$ cat config.mk
export PLATFORM = sky130hd
export DESIGN_NAME = fp_div_arb
export DESIGN_NICKNAME = d
export VERILOG_FILES = /design/src/rtl/fp_div_arb.sv
export SDC_FILE = /design/constraint.sdc
export NUM_CORES = 1
export LEC_CHECK = 0
export CAP_MARGIN = 10
export CORE_AREA = 2 2 158 160
export CTS_BUF_LIST = sky130_fd_sc_hd__clkbuf_16
export DETAILED_ROUTE_END_ITERATION = 16
export DIE_AREA = 0 0 160 162
export PLACE_DENSITY_LB_ADDON = 0.15
export SYNTH_ARGS = -nofsm -noshare
export SYNTH_HDL_FRONTEND = slang
export SYNTH_SLANG_ARGS = --single-unit
$ cat constraint.sdc
create_clock -name clk -period 5.4 [get_ports clk]
set_clock_uncertainty 0.15 [all_clocks]
set_input_delay 1.08 -clock clk [delete_from_list [all_inputs] [get_ports clk]]
set_output_delay 1.08 -clock clk [all_outputs]
set_load 0.01 [all_outputs]
$ cat src/rtl/fp_div_arb.sv
// fp_div_arb: round-robin arbiter sharing one iterative fp divider among NREQ requesters.
// Optional watchdog: define FP_DIV_ARB_TIMEOUT_EN to bound the divider wait to TIMEOUT_CYC cycles.
module fp_div_arb #(
  parameter int NREQ        = 4,
  parameter int IDW         = 2,
  parameter int TIMEOUT_CYC = 64
) (
  input  logic                 clk,
  input  logic                 rst,
  input  logic [NREQ-1:0]      req_vld,
  output logic [NREQ-1:0]      req_rdy,
  input  logic [32*NREQ-1:0]   req_a,
  input  logic [32*NREQ-1:0]   req_b,
  output logic                 rsp_vld,
  output logic [IDW-1:0]       rsp_id,
  output logic [31:0]          rsp_c,
  output logic                 rsp_err,
  output logic                 div_arg_vld,
  input  logic                 div_busy,
  input  logic                 div_res_vld,
  output logic [31:0]          div_a,
  output logic [31:0]          div_b,
  input  logic [31:0]          div_c
);
  typedef enum logic [2:0] {IDLE, ISSUE, WAIT_BUSY, WAIT_RES, RESP} state_t;
  state_t state;
  logic [IDW-1:0] ptr, id, gid, cand;
  logic [NREQ-1:0] gnt;
  logic [31:0] op_a, op_b;
  if (NREQ < 2 || NREQ > 8 || IDW != $clog2(NREQ) || TIMEOUT_CYC < 1) begin : g_bad_param
    $error("fp_div_arb: inconsistent parameters");
  end
`ifdef FP_DIV_ARB_TIMEOUT_EN
  localparam int CW = $clog2(TIMEOUT_CYC + 1);
  logic [CW-1:0] cnt;
  logic err;
  assign rsp_err = err;
`else
  assign rsp_err = 1'b0;
`endif
  // Scan from the farthest offset down so the closest requester to ptr wins.
  always_comb begin
    gnt = '0;
    gid = '0;
    cand = '0;
    for (int k = NREQ - 1; k >= 0; k--) begin
      cand = IDW'((int'(ptr) + k) % NREQ);
      if (req_vld[cand]) begin
        gnt = '0;
        gnt[cand] = 1'b1;
        gid = cand;
      end
    end
  end
  assign req_rdy     = (state == IDLE && !rst) ? gnt : '0;
  assign div_arg_vld = state == ISSUE && !div_busy;
  assign rsp_vld     = state == RESP;
  assign div_a       = op_a;
  assign div_b       = op_b;
  always_ff @(posedge clk) begin
    if (rst) begin
      state  <= IDLE;
      ptr    <= '0;
      id     <= '0;
      op_a   <= '0;
      op_b   <= '0;
      rsp_c  <= '0;
      rsp_id <= '0;
`ifdef FP_DIV_ARB_TIMEOUT_EN
      cnt    <= '0;
      err    <= 1'b0;
`endif
    end else begin
      case (state)
        IDLE: if (|gnt) begin
          op_a  <= req_a[32*gid +: 32];
          op_b  <= req_b[32*gid +: 32];
          id    <= gid;
          state <= ISSUE;
        end
        ISSUE:     if (!div_busy) state <= WAIT_BUSY;
        // A leftover res_vld from the previous divide is only trusted after a fresh busy rise.
        WAIT_BUSY: if (div_busy) state <= WAIT_RES;
        WAIT_RES: if (!div_busy && div_res_vld) begin
          rsp_c  <= div_c;
          rsp_id <= id;
          state  <= RESP;
        end
        RESP: begin
          ptr   <= (id == IDW'(NREQ - 1)) ? '0 : id + 1'b1;
          state <= IDLE;
        end
        default: state <= IDLE;
      endcase
`ifdef FP_DIV_ARB_TIMEOUT_EN
      if (state == ISSUE) cnt <= '0;
      if (state == RESP) err <= 1'b0;
      if (state == WAIT_BUSY || state == WAIT_RES) begin
        if (cnt == CW'(TIMEOUT_CYC - 1)) begin
          state  <= RESP;
          rsp_c  <= 32'h7FC00000;
          rsp_id <= id;
          err    <= 1'b1;
        end else cnt <= cnt + 1'b1;
      end
`endif
    end
  end
endmodule

# Word level (Yosys, flattened, before mapping)
# Cells that the tools add are included.
# word_totals
inputBits	296
out_inout_bits	105
ff_bits	105
word_cells	75
# classes
reduce_logical	14
n_mux	31
n_eq_ne	9
add_sub_neg	4
shift	2
n_lt_le_gt_ge	8
# ops
operator	n
$shiftx 128x8->32	2
$mux 4	5
$lt 2x3->1 const B	4
$mux 3	4
$pmux 3 s4	1
$mux 2	5
$bmux 1 s2	4
$demux 1 s2	4
$ge 2x1->1 const B	4
$mux 1	8
$logic_and 1x1->1	7
$eq 3x2->1 const B	2
$ne 2x2->1 const B	3
$add 2x1->2 const B	2
$add 2x2->2 const B	2
$reduce_and 2->1	2
$reduce_and 4->1	1
$reduce_or 4->1	1
$eq 3x1->1 const B	1
$eq 3x3->1 const B	1
$logic_not 3->1	1
$eq 2x2->1 const B	1
$logic_not 1->1	2
$ne 2x1->1 const B	1

# Logic depth before layout (Yosys ltp)
# depth
word_depth	12
ltp_mapped	12

# Worst setup path before layout
# No wires, ideal clock.
# synth_path
path_type	input to output
startpoint	in req_vld[1]
endpoint	out req_rdy[3]
slack_ns	1.764
stages	6
arrival_time_ns	2.406
cell_sequence	buf_6 -> mux2_4 -> mux2i_1 -> nand4_1 -> a41oi_1 -> and2_1
# synth_between
elab_chain_len	7
word_cells_on_any_way	13
cone_classes	13 x mux
# synth_lines
element	line	text
start: declaration	10	input logic [NREQ-1:0] req_vld,
$bmux 1 s2	48	if (req_vld[cand]) begin
$mux 1 (not written as such)	48	
$mux 4 (3 in a row)	48	
$mux 4 *	48	
$mux 4 *	55	assign req_rdy = (state == IDLE && !rst) ? gnt : '0;
end: declaration	11	output logic [NREQ-1:0] req_rdy,
# Mark *: on every way between the ends. The rest lies on a longest branch, timed or not. The select of a mux whose other input is x is not followed.

# Final worst setup path
# layout_path
startpoint	in req_vld[3]
endpoint	out req_rdy[1]
# Same word-level chain as after synthesis.

==> metrics.md <==
| Metric | Value |
|---|---|
| Effective utilization at floorplan | a little under a quarter |
| Static Leak | 3.46 nW |
| Vias in the first global route | 5857 |
| Number of vias per cell | 4.79 |
| Status | complete, no violations |
| Finished Cell Area | approximately 0.010 mm^2 |
| Register area | around 0.0021 mm^2 |
| Core area | 0.0241 mm^2 |
| Setup ws final | roughly 0.52 ns |
| Crit path cell chain | clkdlybuf4s50_1, mux2_2, mux2i_1, nand4_1, a41oi_1, and2_1, clkdlybuf4s50_1 |
| Worst hold slack | 0.306 ns |
| Required time of the critical path | 4.17 ns |
| Clock Latency Late Sink | 0.35 ns |
| Ys Warns | 0 |
| Post-synthesis register bit count | 105 |
| Per-cell routed wire length | between 20 and 25 um |
| HP Class | reg2reg |
| Clk sink count | 105 |
| Top Ports | about 400 |
| Chip Width | 160 um |
| Setup bufs post-CTS | 0 |
| Highest Clock Rate | 205 MHz |
| PwrDens | 225 mW/mm^2 |
| Via Count | 5687 |
| Minimum clock period | 4.88 ns |
| Slew Viols, Final | 0 |
| Layout cells sized above 1 | 11.9% |
| DRT Pass-1 Iters | 4 |
| Post-CTS Hold Fix Bufs | 0 |
| Fillers | ~2400 |
| Post-synth cell types | 41 |
| Most frequent CP cell | clkdlybuf4s50_1 |
| Overall Power | 2.28 mW |
| Syn nets | 795 |
| Die Height | 162 um |
| Worst path bufs/invs | 2 |
| Worst slew pin tran | 0.755 ns |
| Final ANT Viol Nets | 0 |
| Largest delay contributor family on the critical path | buffers and inverters |
| Placement Cell Area | 0.00987 mm^2 |
| Non-Filler Instances | between 1000 and 1500 |
| Clock slew at the register clock pins of the worst setup and hold paths | 0.08 ns |
| CP Capture Type | primary output |
| # port buffers | 399 |
| Placed cells | approximately 1200 |
| Worst Setup Start Kind | input pin |
| Slowest cell on crit path | clkdlybuf4s50_1 |
| Root Buffer | clkbuf_16 |
| Setup_tns | 0 ns |
| Post-synthesis sequential area ratio | 37.4% |
| # rows | 57 |
| TritonCTS Buffers | 9 |
| CP Class | in2out |
| Footprint of the multi-input gates | about 0.0032 mm^2 |
| GP Congestion | roughly 0.8 |
| Period utilisation layout | about nine tenths |
| H-tree depth | 3 |
| Total GRT Usage | 17.8% |
| Final hold viol count | 0 |
| Initial DRC Count | roughly 180 |
| # setup viols final | 0 |
| First-pass GRT wire length | 35.6 mm |
| Final WL | 23.9 mm |
| Max Cap Viol | 0 |
| Drt drc | 0 |
| Internal reg-to-reg setup slack | 1.62 ns |
| Post-place setup slack | 0.537 ns |
| Syn Std Cell Area | about 0.0056 mm^2 |
| TritonCTS clock tree | yes |
| Grt ovf | 0 |
| RSZ-0062 raised after global routing | no |
| Worst rel slew slack | 49.2% |
| Number of antenna violations at the first check in global routing | 2 |
| Die ar. | about 0.026 mm^2 |
| Layout area overhead | 80.8% |
| Arrival time worst endpoint | 3.65 ns |
| Cells after Synth | 490 |
| Delay of the slowest critical-path stage | 0.54 ns |
| Util after Layout | a little over two fifths |
| Clock Path Buffers | 2 |
| CTS resizes | 0 |
| Syn avg cell area | between 10 and 15 um^2 |
| Crit-path max FO | 8 |
| Largest net degree at the start of global routing | 66 |
| Final Net Count | about 1200 |
| Post-DP HPWL | 18.1 mm |
| Max VDD drop | 0.167 mV |
-- cell usage after synthesis --
master,count,area [um^2]
dfxtp_1,105,2100
nand2_1,79,297
a32o_1,64,641
mux4_2,64,1440
a21oi_1,40,200
clkbuf_1,28,105
nor2_1,12,45.0
buf_2,11,55.1
ha_1,9,113
buf_4,7,52.6
buf_6,7,78.8
mux2i_1,6,60.1
nor3_1,6,30.0
and2_1,5,31.3
a41oi_1,4,35.0
inv_1,4,15.0
nand3_1,4,20.0
nand4_1,4,25.0
a211oi_1,2,15.0
mux2_2,2,22.5
mux2_4,2,30.0
nor2b_1,2,12.5
nor3b_1,2,15.0
o211ai_1,2,15.0
o21ai_0,2,10.0
or3b_1,2,17.5
a22oi_1,1,7.51
a311oi_1,1,8.76
a32oi_1,1,8.76
conb_1,1,3.75
inv_2,1,3.75
mux2_1,1,11.3
mux2i_4,1,22.5
nand2b_1,1,6.26
nor4_1,1,6.26
o21ai_1,1,5.00
o22ai_1,1,6.26
o41a_1,1,11.3
o41ai_1,1,8.76
o41ai_2,1,16.3
or3_1,1,6.26
-- flip-flops by register name, indices dropped and copies added, names as in the netlist --
name and count:
div_a 32, div_b 32, rsp_c 32, state 3
id 2, ptr 2, rsp_id 2
-- worst register-to-register path, stage by stage, from the launching register on --
cell,delay (ns)
dfxtp_1,0.53
inv_2,0.19
ha_1,0.53
mux2i_1,0.14
mux2i_1,0.35
o21ai_0,0.19
a22oi_2,0.21
buf_12,0.39
mux4_2,0.76
a32o_1,0.23
-- worst paths after layout --
kind / startpoint / end / depth (start not counted)
worst max register to register: ptr[1] / div_a[29] / 9
worst max-delay path: req_vld[3] / req_rdy[1] / 7
worst min-delay path: rsp_c[2] / rsp_c[2] / 2
worst min register to register: rsp_c[2] / rsp_c[2] / 2
-- final cells by class --
| class | instances | area share (%) |
|---|---|---|
| tap | 324 | 3.99 |
| timing repair buffer | 410 | 40.4 |
| multi-input combinational | 327 | 31.9 |
| inverter | 5 | 0.185 |
| antenna | 1 | 0.0246 |
| clock buffer | 9 | 2.22 |
| clock inverter | 7 | 0.579 |
| sequential | 105 | 20.7 |
-- metal layers --
metal  track usage, %  vias up  wire [um]  share of wire (%)
met5                0        -         13              0.054
met4             4.91        2        363                1.5
met3             5.87       24       1940                8.1
met2             30.5      242      11800                 50
met1             21.5     2752       9740                 41
li1                 -     2667          -                  -
-- cells in the final DEF, fill, tap and decap left out, types with 5 or more instances in the layout --
master / netlist / final
clkdlybuf4s50_1: 0 / 399
dfxtp_1: 105 / 105
nand2_1: 79 / 79
mux4_2: 64 / 64
a32o_1: 64 / 64
a21oi_1: 40 / 40
nor2_1: 12 / 12
ha_1: 9 / 9
clkbuf_16: 0 / 9
buf_4: 7 / 9
mux2i_1: 6 / 6
and2_1: 5 / 5
nor3_1: 6 / 5
-- logic make-up (layout without fill, tap and decap cells) --
kind of cell	Yosys count	count (layout)	share of synthesized area [%]
flip-flops	105	105	37.4
adder cells (fa/ha/maj)	9	9	2.00
other	1	2	0.0668
AO/OA/AOI/OAI	122	122	17.6
AND/OR/NAND/NOR	119	119	9.11
buffers and inverters	58	431	5.52
multiplexers	76	76	28.3
-- report_power, final --
group / internal, mW / leakage (nW) / switching (mW)
logic: 0.466 / 2.45 / 0.278
clock network: 0.323 / 0.144 / 0.328
registers: 0.848 / 0.859 / 0.0377
Note: power is estimated with default switching activity, not from simulation.
